<file path="src/rtl/parking_pkg.sv">
// Shared constants for the parking controller, plus a width helper
// that the debouncer uses for its counters.
package parking_pkg;

    localparam int CLK_HZ                   = 40_000_000;
    localparam int DEB_TICK_DIV_10US        = 400;
    localparam int DEB_STABLE_TICKS_DEFAULT = 16;

    // A count that runs from 0 to n-1 needs this many bits; never fewer than one.
    function automatic int width_of(input int n);
        return (n > 1) ? $clog2(n) : 1;
    endfunction

endpackage

</file>
<file path="src/rtl/debounce_channel.sv">
// One debounce lane: input synchroniser, tick-qualified persistence counter,
// accepted-level flop and registered rise/fall pulses.
module debounce_channel
    import parking_pkg::*;
#(
    parameter int SYNC_STAGES  = 2,
    parameter int STABLE_TICKS = DEB_STABLE_TICKS_DEFAULT,
    parameter bit RESET_VALUE  = 1'b0
) (
    input  logic clk,
    input  logic reset,
    input  logic tick,
    input  logic noisy,
    output logic stable,
    output logic rise,
    output logic fall,
    output logic accept
);

    localparam int CNT_W = width_of(STABLE_TICKS);

    logic [SYNC_STAGES-1:0] sync_q;
    logic [CNT_W-1:0]       cnt;
    logic                   sync;

    assign sync = sync_q[SYNC_STAGES-1];

    // The top level uses this to register any_change on the same edge as the pulses.
    assign accept = (sync != stable) && tick && (cnt == CNT_W'(STABLE_TICKS - 1));

    always_ff @(posedge clk or negedge reset) begin
        if (!reset) begin
            sync_q <= {SYNC_STAGES{RESET_VALUE}};
            stable <= RESET_VALUE;
            cnt    <= '0;
            rise   <= 1'b0;
            fall   <= 1'b0;
        end else begin
            sync_q <= {sync_q[SYNC_STAGES-2:0], noisy};
            rise   <= 1'b0;
            fall   <= 1'b0;
            if (sync == stable) begin
                cnt <= '0;
            end else if (accept) begin
                stable <= sync;
                cnt    <= '0;
                rise   <= sync;
                fall   <= ~sync;
            end else if (tick) begin
                cnt <= cnt + CNT_W'(1);
            end
        end
    end

endmodule

</file>
<file path="src/rtl/multi_debouncer.sv">
// Multi-channel debouncer: one shared sample-tick prescaler feeding
// CHANNELS independent debounce lanes, plus a registered any_change flag.
module multi_debouncer
    import parking_pkg::*;
#(
    parameter int CHANNELS     = 4,
    parameter int SYNC_STAGES  = 2,
    parameter int TICK_DIV     = DEB_TICK_DIV_10US,
    parameter int STABLE_TICKS = DEB_STABLE_TICKS_DEFAULT,
    parameter bit RESET_VALUE  = 1'b0
) (
    input  logic                clk,
    input  logic                reset,
    input  logic [CHANNELS-1:0] noisy_signal,
    output logic [CHANNELS-1:0] stable_signal,
    output logic [CHANNELS-1:0] rise_pulse,
    output logic [CHANNELS-1:0] fall_pulse,
    output logic                any_change
);

    localparam int PRE_W = width_of(TICK_DIV);

    if (CHANNELS < 1) begin : g_bad_channels
        $error("multi_debouncer: CHANNELS must be >= 1");
    end
    if (SYNC_STAGES < 2) begin : g_bad_sync
        $error("multi_debouncer: SYNC_STAGES must be >= 2");
    end
    if (TICK_DIV < 1) begin : g_bad_div
        $error("multi_debouncer: TICK_DIV must be >= 1");
    end
    if (STABLE_TICKS < 1) begin : g_bad_ticks
        $error("multi_debouncer: STABLE_TICKS must be >= 1");
    end

    logic [PRE_W-1:0]    pre_cnt;
    logic                tick;
    logic [CHANNELS-1:0] accept;

    // With TICK_DIV=1 the count stays at zero and tick is permanently high.
    assign tick = (pre_cnt == PRE_W'(TICK_DIV - 1));

    always_ff @(posedge clk or negedge reset) begin
        if (!reset) begin
            pre_cnt    <= '0;
            any_change <= 1'b0;
        end else begin
            pre_cnt    <= tick ? '0 : pre_cnt + PRE_W'(1);
            any_change <= |accept;
        end
    end

    for (genvar i = 0; i < CHANNELS; i++) begin : g_ch
        debounce_channel #(
            .SYNC_STAGES (SYNC_STAGES),
            .STABLE_TICKS(STABLE_TICKS),
            .RESET_VALUE (RESET_VALUE)
        ) u_ch (
            .clk   (clk),
            .reset (reset),
            .tick  (tick),
            .noisy (noisy_signal[i]),
            .stable(stable_signal[i]),
            .rise  (rise_pulse[i]),
            .fall  (fall_pulse[i]),
            .accept(accept[i])
        );
    end

endmodule

</file>
<file path="config.mk">
export PLATFORM = sky130hd
export DESIGN_NAME = multi_debouncer
export DESIGN_NICKNAME = d
export VERILOG_FILES = /design/src/rtl/parking_pkg.sv /design/src/rtl/debounce_channel.sv /design/src/rtl/multi_debouncer.sv
export SDC_FILE = /design/constraint.sdc
export NUM_CORES = 1
export LEC_CHECK = 0
export ABC_CLOCK_PERIOD_IN_PS = 5400
export BUFFER_PORTS_ARGS = -buffer_cell sky130_fd_sc_hd__buf_2
export CAP_MARGIN = 25
export CORE_MARGIN = 1.5
export CORE_UTILIZATION = 35
export CTS_CLUSTER_SIZE = 16
export DETAILED_ROUTE_END_ITERATION = 10
export PLACE_DENSITY_LB_ADDON = 0.05
export SETUP_SLACK_MARGIN = 0.5
export SLEW_MARGIN = 30
export SYNTH_ARGS = -nofsm -noshare
export SYNTH_HDL_FRONTEND = slang
export SYNTH_SLANG_ARGS = --single-unit
</file>
<file path="constraint.sdc">
create_clock -name clk -period 5.4 [get_ports clk]
set_clock_uncertainty 0.1 [all_clocks]
set_input_delay 0.27 -clock clk [delete_from_list [all_inputs] [get_ports clk]]
set_output_delay 0.27 -clock clk [all_outputs]
set_load 0.02 [all_outputs]
</file>
After elaboration in Yosys (flattened, before gate mapping)
Index checks and enable logic that the tools add are counted.
{"block": "word_totals", "ff_bits": 46, "output_inout_bits": 13, "elab_cells": 94}
{"block": "op_classes", "add_sub_neg": 5, "n_eq_ne": 13, "muxes": 29, "bitwise": 8, "n_reduce_logical": 17}
{"op": "4-bit 2-to-1 mux", "n": 12}
{"op": "4-bit by 1-bit adder with 4-bit output (second input constant)", "n": 4}
{"op": "4-bit == test (second input constant)", "n": 4}
{"op": "1-bit 2-to-1 mux", "n": 16}
{"op": "3-bit nonzero test", "n": 4}
{"op": "9-bit by 1-bit adder with 9-bit output (second input constant)", "n": 1}
{"op": "9-bit == test (second input constant)", "n": 1}
{"op": "9-bit 2-to-1 mux", "n": 1}
{"op": "1-bit logical AND", "n": 8}
{"op": "1-bit inverter", "n": 8}
{"op": "2-bit AND reduction", "n": 4}
{"op": "1-bit == test", "n": 4}
{"op": "1-bit inequality test", "n": 4}
{"op": "4-bit OR reduction", "n": 1}

Depth between registers and ports, before layout
{"block": "depth", "word_depth": 5, "ltp_mapped": 6, "ltp_nobuf": 4}

Cells and area by module
A second synthesis with hierarchy kept.
{"block": "hier_totals", "hier_cells": 163, "hier_area_um2": 2015.7}
{"module": "debounce_channel (g_ch[0].u_ch ...)", "n_inst": 3, "cells_each": 31, "area_each_um2": 394.1}
{"module": "multi_debouncer", "n_inst": 1, "cells_each": 39, "area_each_um2": 449.2}
{"module": "debounce_channel (g_ch[3].u_ch)", "n_inst": 1, "cells_each": 31, "area_each_um2": 384.1}

Worst setup path after synthesis
Ideal clock, no wire load.
{"block": "synth_timing", "path_type": "register to register", "startpoint": "register pre_cnt[5]", "endpoint": "register g_ch[1].u_ch.stable", "t_arrival_ps": 1739, "t_required_ps": 5172, "setup_slack_ps": 3433, "stages_incl_launch_ff": 6, "synth_period_minus_slack_ps": 1967, "cell_sequence": "dfrtp_1 -> buf_6 -> or4b_4 -> buf_6 -> nor4_4 -> mux2_1"}
{"block": "synth_between", "elab_chain_len": 4}
{"item": "start, declared", "line_no": "multi_debouncer.sv:36", "rtl": "logic [PRE_W-1:0] pre_cnt;"}
{"item": "start signal, assigned", "line_no": "multi_debouncer.sv:48", "rtl": "pre_cnt <= tick ? '0 : pre_cnt + PRE_W'(1);"}
{"item": "9-bit == test", "line_no": "multi_debouncer.sv:41", "rtl": "assign tick = (pre_cnt == PRE_W'(TICK_DIV - 1));"}
{"item": "1-bit logical AND (2 in series)", "line_no": "debounce_channel.sv:29", "rtl": "assign accept = (sync != stable) && tick && (cnt == CNT_W'(STABLE_TICKS - 1));"}
{"item": "2-bit AND reduction (no source line)"}
{"item": "end signal, assigned", "line_no": "debounce_channel.sv:45", "rtl": "stable <= sync;"}
{"item": "end, declared", "line_no": "debounce_channel.sv:14", "rtl": "output logic stable,"}
Every way passes these cells.
A chain may end at the register's enable or synchronous reset.

Worst setup path in the final report
{"block": "layout_timing", "startpoint": "register pre_cnt[0]", "endpoint": "register g_ch[0].u_ch.fall"}
{"block": "layout_between", "elab_chain_len": 5}
{"item": "9-bit == test", "line_no": "multi_debouncer.sv:41"}
{"item": "1-bit logical AND (2 in series)", "line_no": "debounce_channel.sv:29"}
{"item": "1-bit 2-to-1 mux", "line_no": "debounce_channel.sv:44", "rtl": "end else if (accept) begin"}
{"item": "1-bit 2-to-1 mux", "line_no": "debounce_channel.sv:42", "rtl": "if (sync == stable) begin"}
{"item": "end signal, assigned", "line_no": "debounce_channel.sv:48", "rtl": "fall <= ~sync;"}
{"item": "end, declared", "line_no": "debounce_channel.sv:16", "rtl": "output logic fall,"}
Every way passes these cells.

==> metrics.csv <==
metric,value,unit
status,completed,
Final Hold Fails,0,
top sig layer,met4,
num ports,19,
global-route wire length before repair,7070,um
vias in the first global route,1490,
Residual DRC,0,
CTS tree,yes,
Worst Setup Start Kind,flop,
routed len/inst,14.5,um
dpl ws,3.27,ns
Root Driver,clkbuf_8,
critical path class,flop to flop,
CP Max Fanout,18,
HPWL after DPL,2650,um
diode count,0,
drt first pass iters,4,
row cnt,28,
post_cts resized,0,
"top cells by area, synth","dfrtp_1 53%, buf_4 4.1%, nand3_1 3.4%, a21oi_1 3.0%, ha_1 2.9%",
Metal-1 WL,1930,um
Area Growth Syn to Fin,10.1,%
peak supply drop,97.2,uV
Hold Path Origin,g_ch[1].u_ch.sync_q[0]$_DFF_PN0_,
Lkg Pwr,1.10,nW
metal2 WL,1960,um
IO Port Bufs,18,
CP arrival,2.25,ns
area of the multi-input gates,870,sq um
# fillers,594,
yosys warns,0,
Achievable Freq,0.462,GHz
die height,81.9,um
Crit. End Element,flop,
clk_lat worst skew,0.29,ns
Total Wirelength,4110,um
total global routing overflow,0,
top cell type's share of synthesized area,52.9,%
total global-route track usage,14.0,%
met3 WL post-DR,178,um
fin area,2400,sq um
DRT iter0 DRCs,106,
Worst EP required,5.48,ns
initial antenna violation count,0,
Seq pwr share,57.5,%
TritonCTS Buffers,5,
share of cells above drive strength 1,16.3,%
core area,5960,sq um
Final Non-Filler Cells,283,
clk buf depth,2,
Final TNS setup,0,ns
H-tree depth,2,
Final GP Congestion,0.727,
RSZ-0062 raised after global routing,no,
Period minus WS final,2.17,ns
tightest hold margin,0.252,ns
clock-pin slew on the worst setup and hold paths,0.08,ns
Final WS setup,3.23,ns
overall die width,81.9,um
placed cell count,270,
Final Setup Violations,0,
sw power,0.000125,W
Sw Share,20.6,%
Final #Nets,218,
register bit total from synthesis,46,
worst r2r src,pre_cnt[0]$_DFF_PN0_,
maxcap violations,0,
Mapped Nets,206,
Area after DPL,2240,sq um
largest net degree at the start of global routing,47,
Die Area,6700,sq um
combinational power share,2.9,%
Critical Path Start,pre_cnt[0]$_DFF_PN0_,
vias per cell,5.30,
actual slew at the worst max-slew pin,0.731,ns
syn_area_per_cell,11.2,sq um
Rel. slew slack,51.2,%
power density over the cells,253,nW/um^2
largest area contributor in the synthesized netlist,dfrtp_1,
Power Internal,0.000482,W
Mapped Cells,195,
vias after detailed routing,1499,
distinct cell type count after synthesis,41,
synthesized area,2180,sq um
Final Slew Violations,0,
Hold Path Class,flop to flop,
initial core utilization,36.6,%
FF/Latch Area,1150,sq um
register area share after synthesis,52.9,%
Clock Sinks,46,
Routed Antenna Nets,0,
part of the power in the clock network,39.6,%
Final period util,40.1,%
## stage by stage
| step | power [W] | util (%) |
|---|---|---|
| after floorplan | 0.000361 | - |
| after detailed placement | 0.000372 | 37.6 |
| after global routing | 0.000641 | 40.3 |
| final | 0.000608 | 40.3 |
| after CTS | 0.000623 | 40.3 |
| after global placement | 0.000371 | 37.5 |
## final timing paths
check | slack (ns) | cells after the start | to
max | 3.23 | 4 | g_ch[0].u_ch.fall$_DFF_PN0_
max in group asynchronous | 4.39 | 2 | g_ch[1].u_ch.cnt[0]$_DFFE_PN0P_
min in group asynchronous | 0.41 | 2 | g_ch[0].u_ch.sync_q[0]$_DFF_PN0_
min reg2reg | 0.25 | 0 | g_ch[1].u_ch.sync_q[1]$_DFF_PN0_
max reg2reg | 3.23 | 4 | g_ch[0].u_ch.fall$_DFF_PN0_
min | 0.25 | 0 | g_ch[1].u_ch.sync_q[1]$_DFF_PN0_
## worst max-delay path, cell delays in order (launching register included)
cell,delay (ns)
dfrtp_1,0.39
ha_1,0.24
and4_1,0.69
nand2_2,0.27
nor4b_1,0.36
## power groups by stage
stage	sequential (W)	clock, W	combinational (W)
final	0.000350	0.000241	0.0000173
after floorplan	0.000356	0	0.00000501
after global routing	0.000350	0.000270	0.0000203
after global placement	0.000356	0	0.0000148
after detailed placement	0.000356	0	0.0000153
after CTS	0.000350	0.000255	0.0000183
## registers in the layout, summed over array words and instances (netlist names)
signal / count
any_change: 1
g_ch.u_ch.cnt: 16
g_ch.u_ch.fall: 4
g_ch.u_ch.rise: 4
g_ch.u_ch.stable: 4
g_ch.u_ch.sync_q: 8
pre_cnt: 9
## routing by layer
metal  vias to the layer above  track usage [%]
li1                        731                -
met4                         0             5.42
met5                         -                0
met1                       730             18.3
met3                         5             3.44
met2                        33             22.3
## layout by cell type, fill, tap and decap left out, drive strengths merged, types with 5 or more instances in the layout
cell type,n
nand4b,6
dlygate4sd3,5
buf,19
nand3,15
inv,6
nor2,6
nor4b,6
o31ai,8
dfrtp,46
xor2,7
ha,5
clkbuf,8
o21ai,10
a21oi,13
nor4,6
nand2,8
xnor2,5
## Yosys cell counts
cell type / number
and3_1: 1
buf_1: 1
ha_1: 5
a311oi_1: 1
o22ai_1: 2
mux2_1: 1
and4b_1: 2
nand2_1: 7
a31oi_1: 1
o21a_1: 1
buf_4: 12
nor4b_1: 5
dfrtp_1: 46
a221oi_1: 1
o221ai_1: 1
nand2_2: 1
nor4_1: 5
inv_1: 6
nor3_1: 2
and2_1: 1
o21ai_0: 10
nand3_1: 15
nand4_1: 3
nor2_1: 6
nor2b_1: 1
and4_1: 1
a31o_2: 2
nor4_4: 1
nor4b_2: 1
mux2i_1: 3
or4b_4: 1
a21oi_1: 13
buf_6: 2
nand2b_1: 3
nand4_2: 1
nand4b_1: 6
clkbuf_1: 2
xnor2_1: 5
o31ai_1: 8
xor2_1: 7
buf_2: 2
## cell type report
class | instances | share of cell area (%)
Inverter | 6 | 0.939
Timing Repair Buffer | 24 | 6.26
Tap cell | 75 | 3.91
Multi-Input combinational cell | 124 | 36.3
Sequential cell | 46 | 48.0
Clock buffer | 8 | 4.59
## timing repair
action	CTS	global route
buffers inserted	0	0
hold buffers	5	0
endpoints found under the hold margin	50	0
## cells by family after synthesis
group           after synthesis  share of synthesized area [%]
simple gates                 63                           19.1
flops                        46                           52.9
compound gates               40                           11.3
buf+inv                      25                           7.18
xor+xnor                     12                           4.83
fa+ha+maj                     5                           2.87
mux                           4                           1.90
No activity file was read; power rests on OpenSTA's default activity.
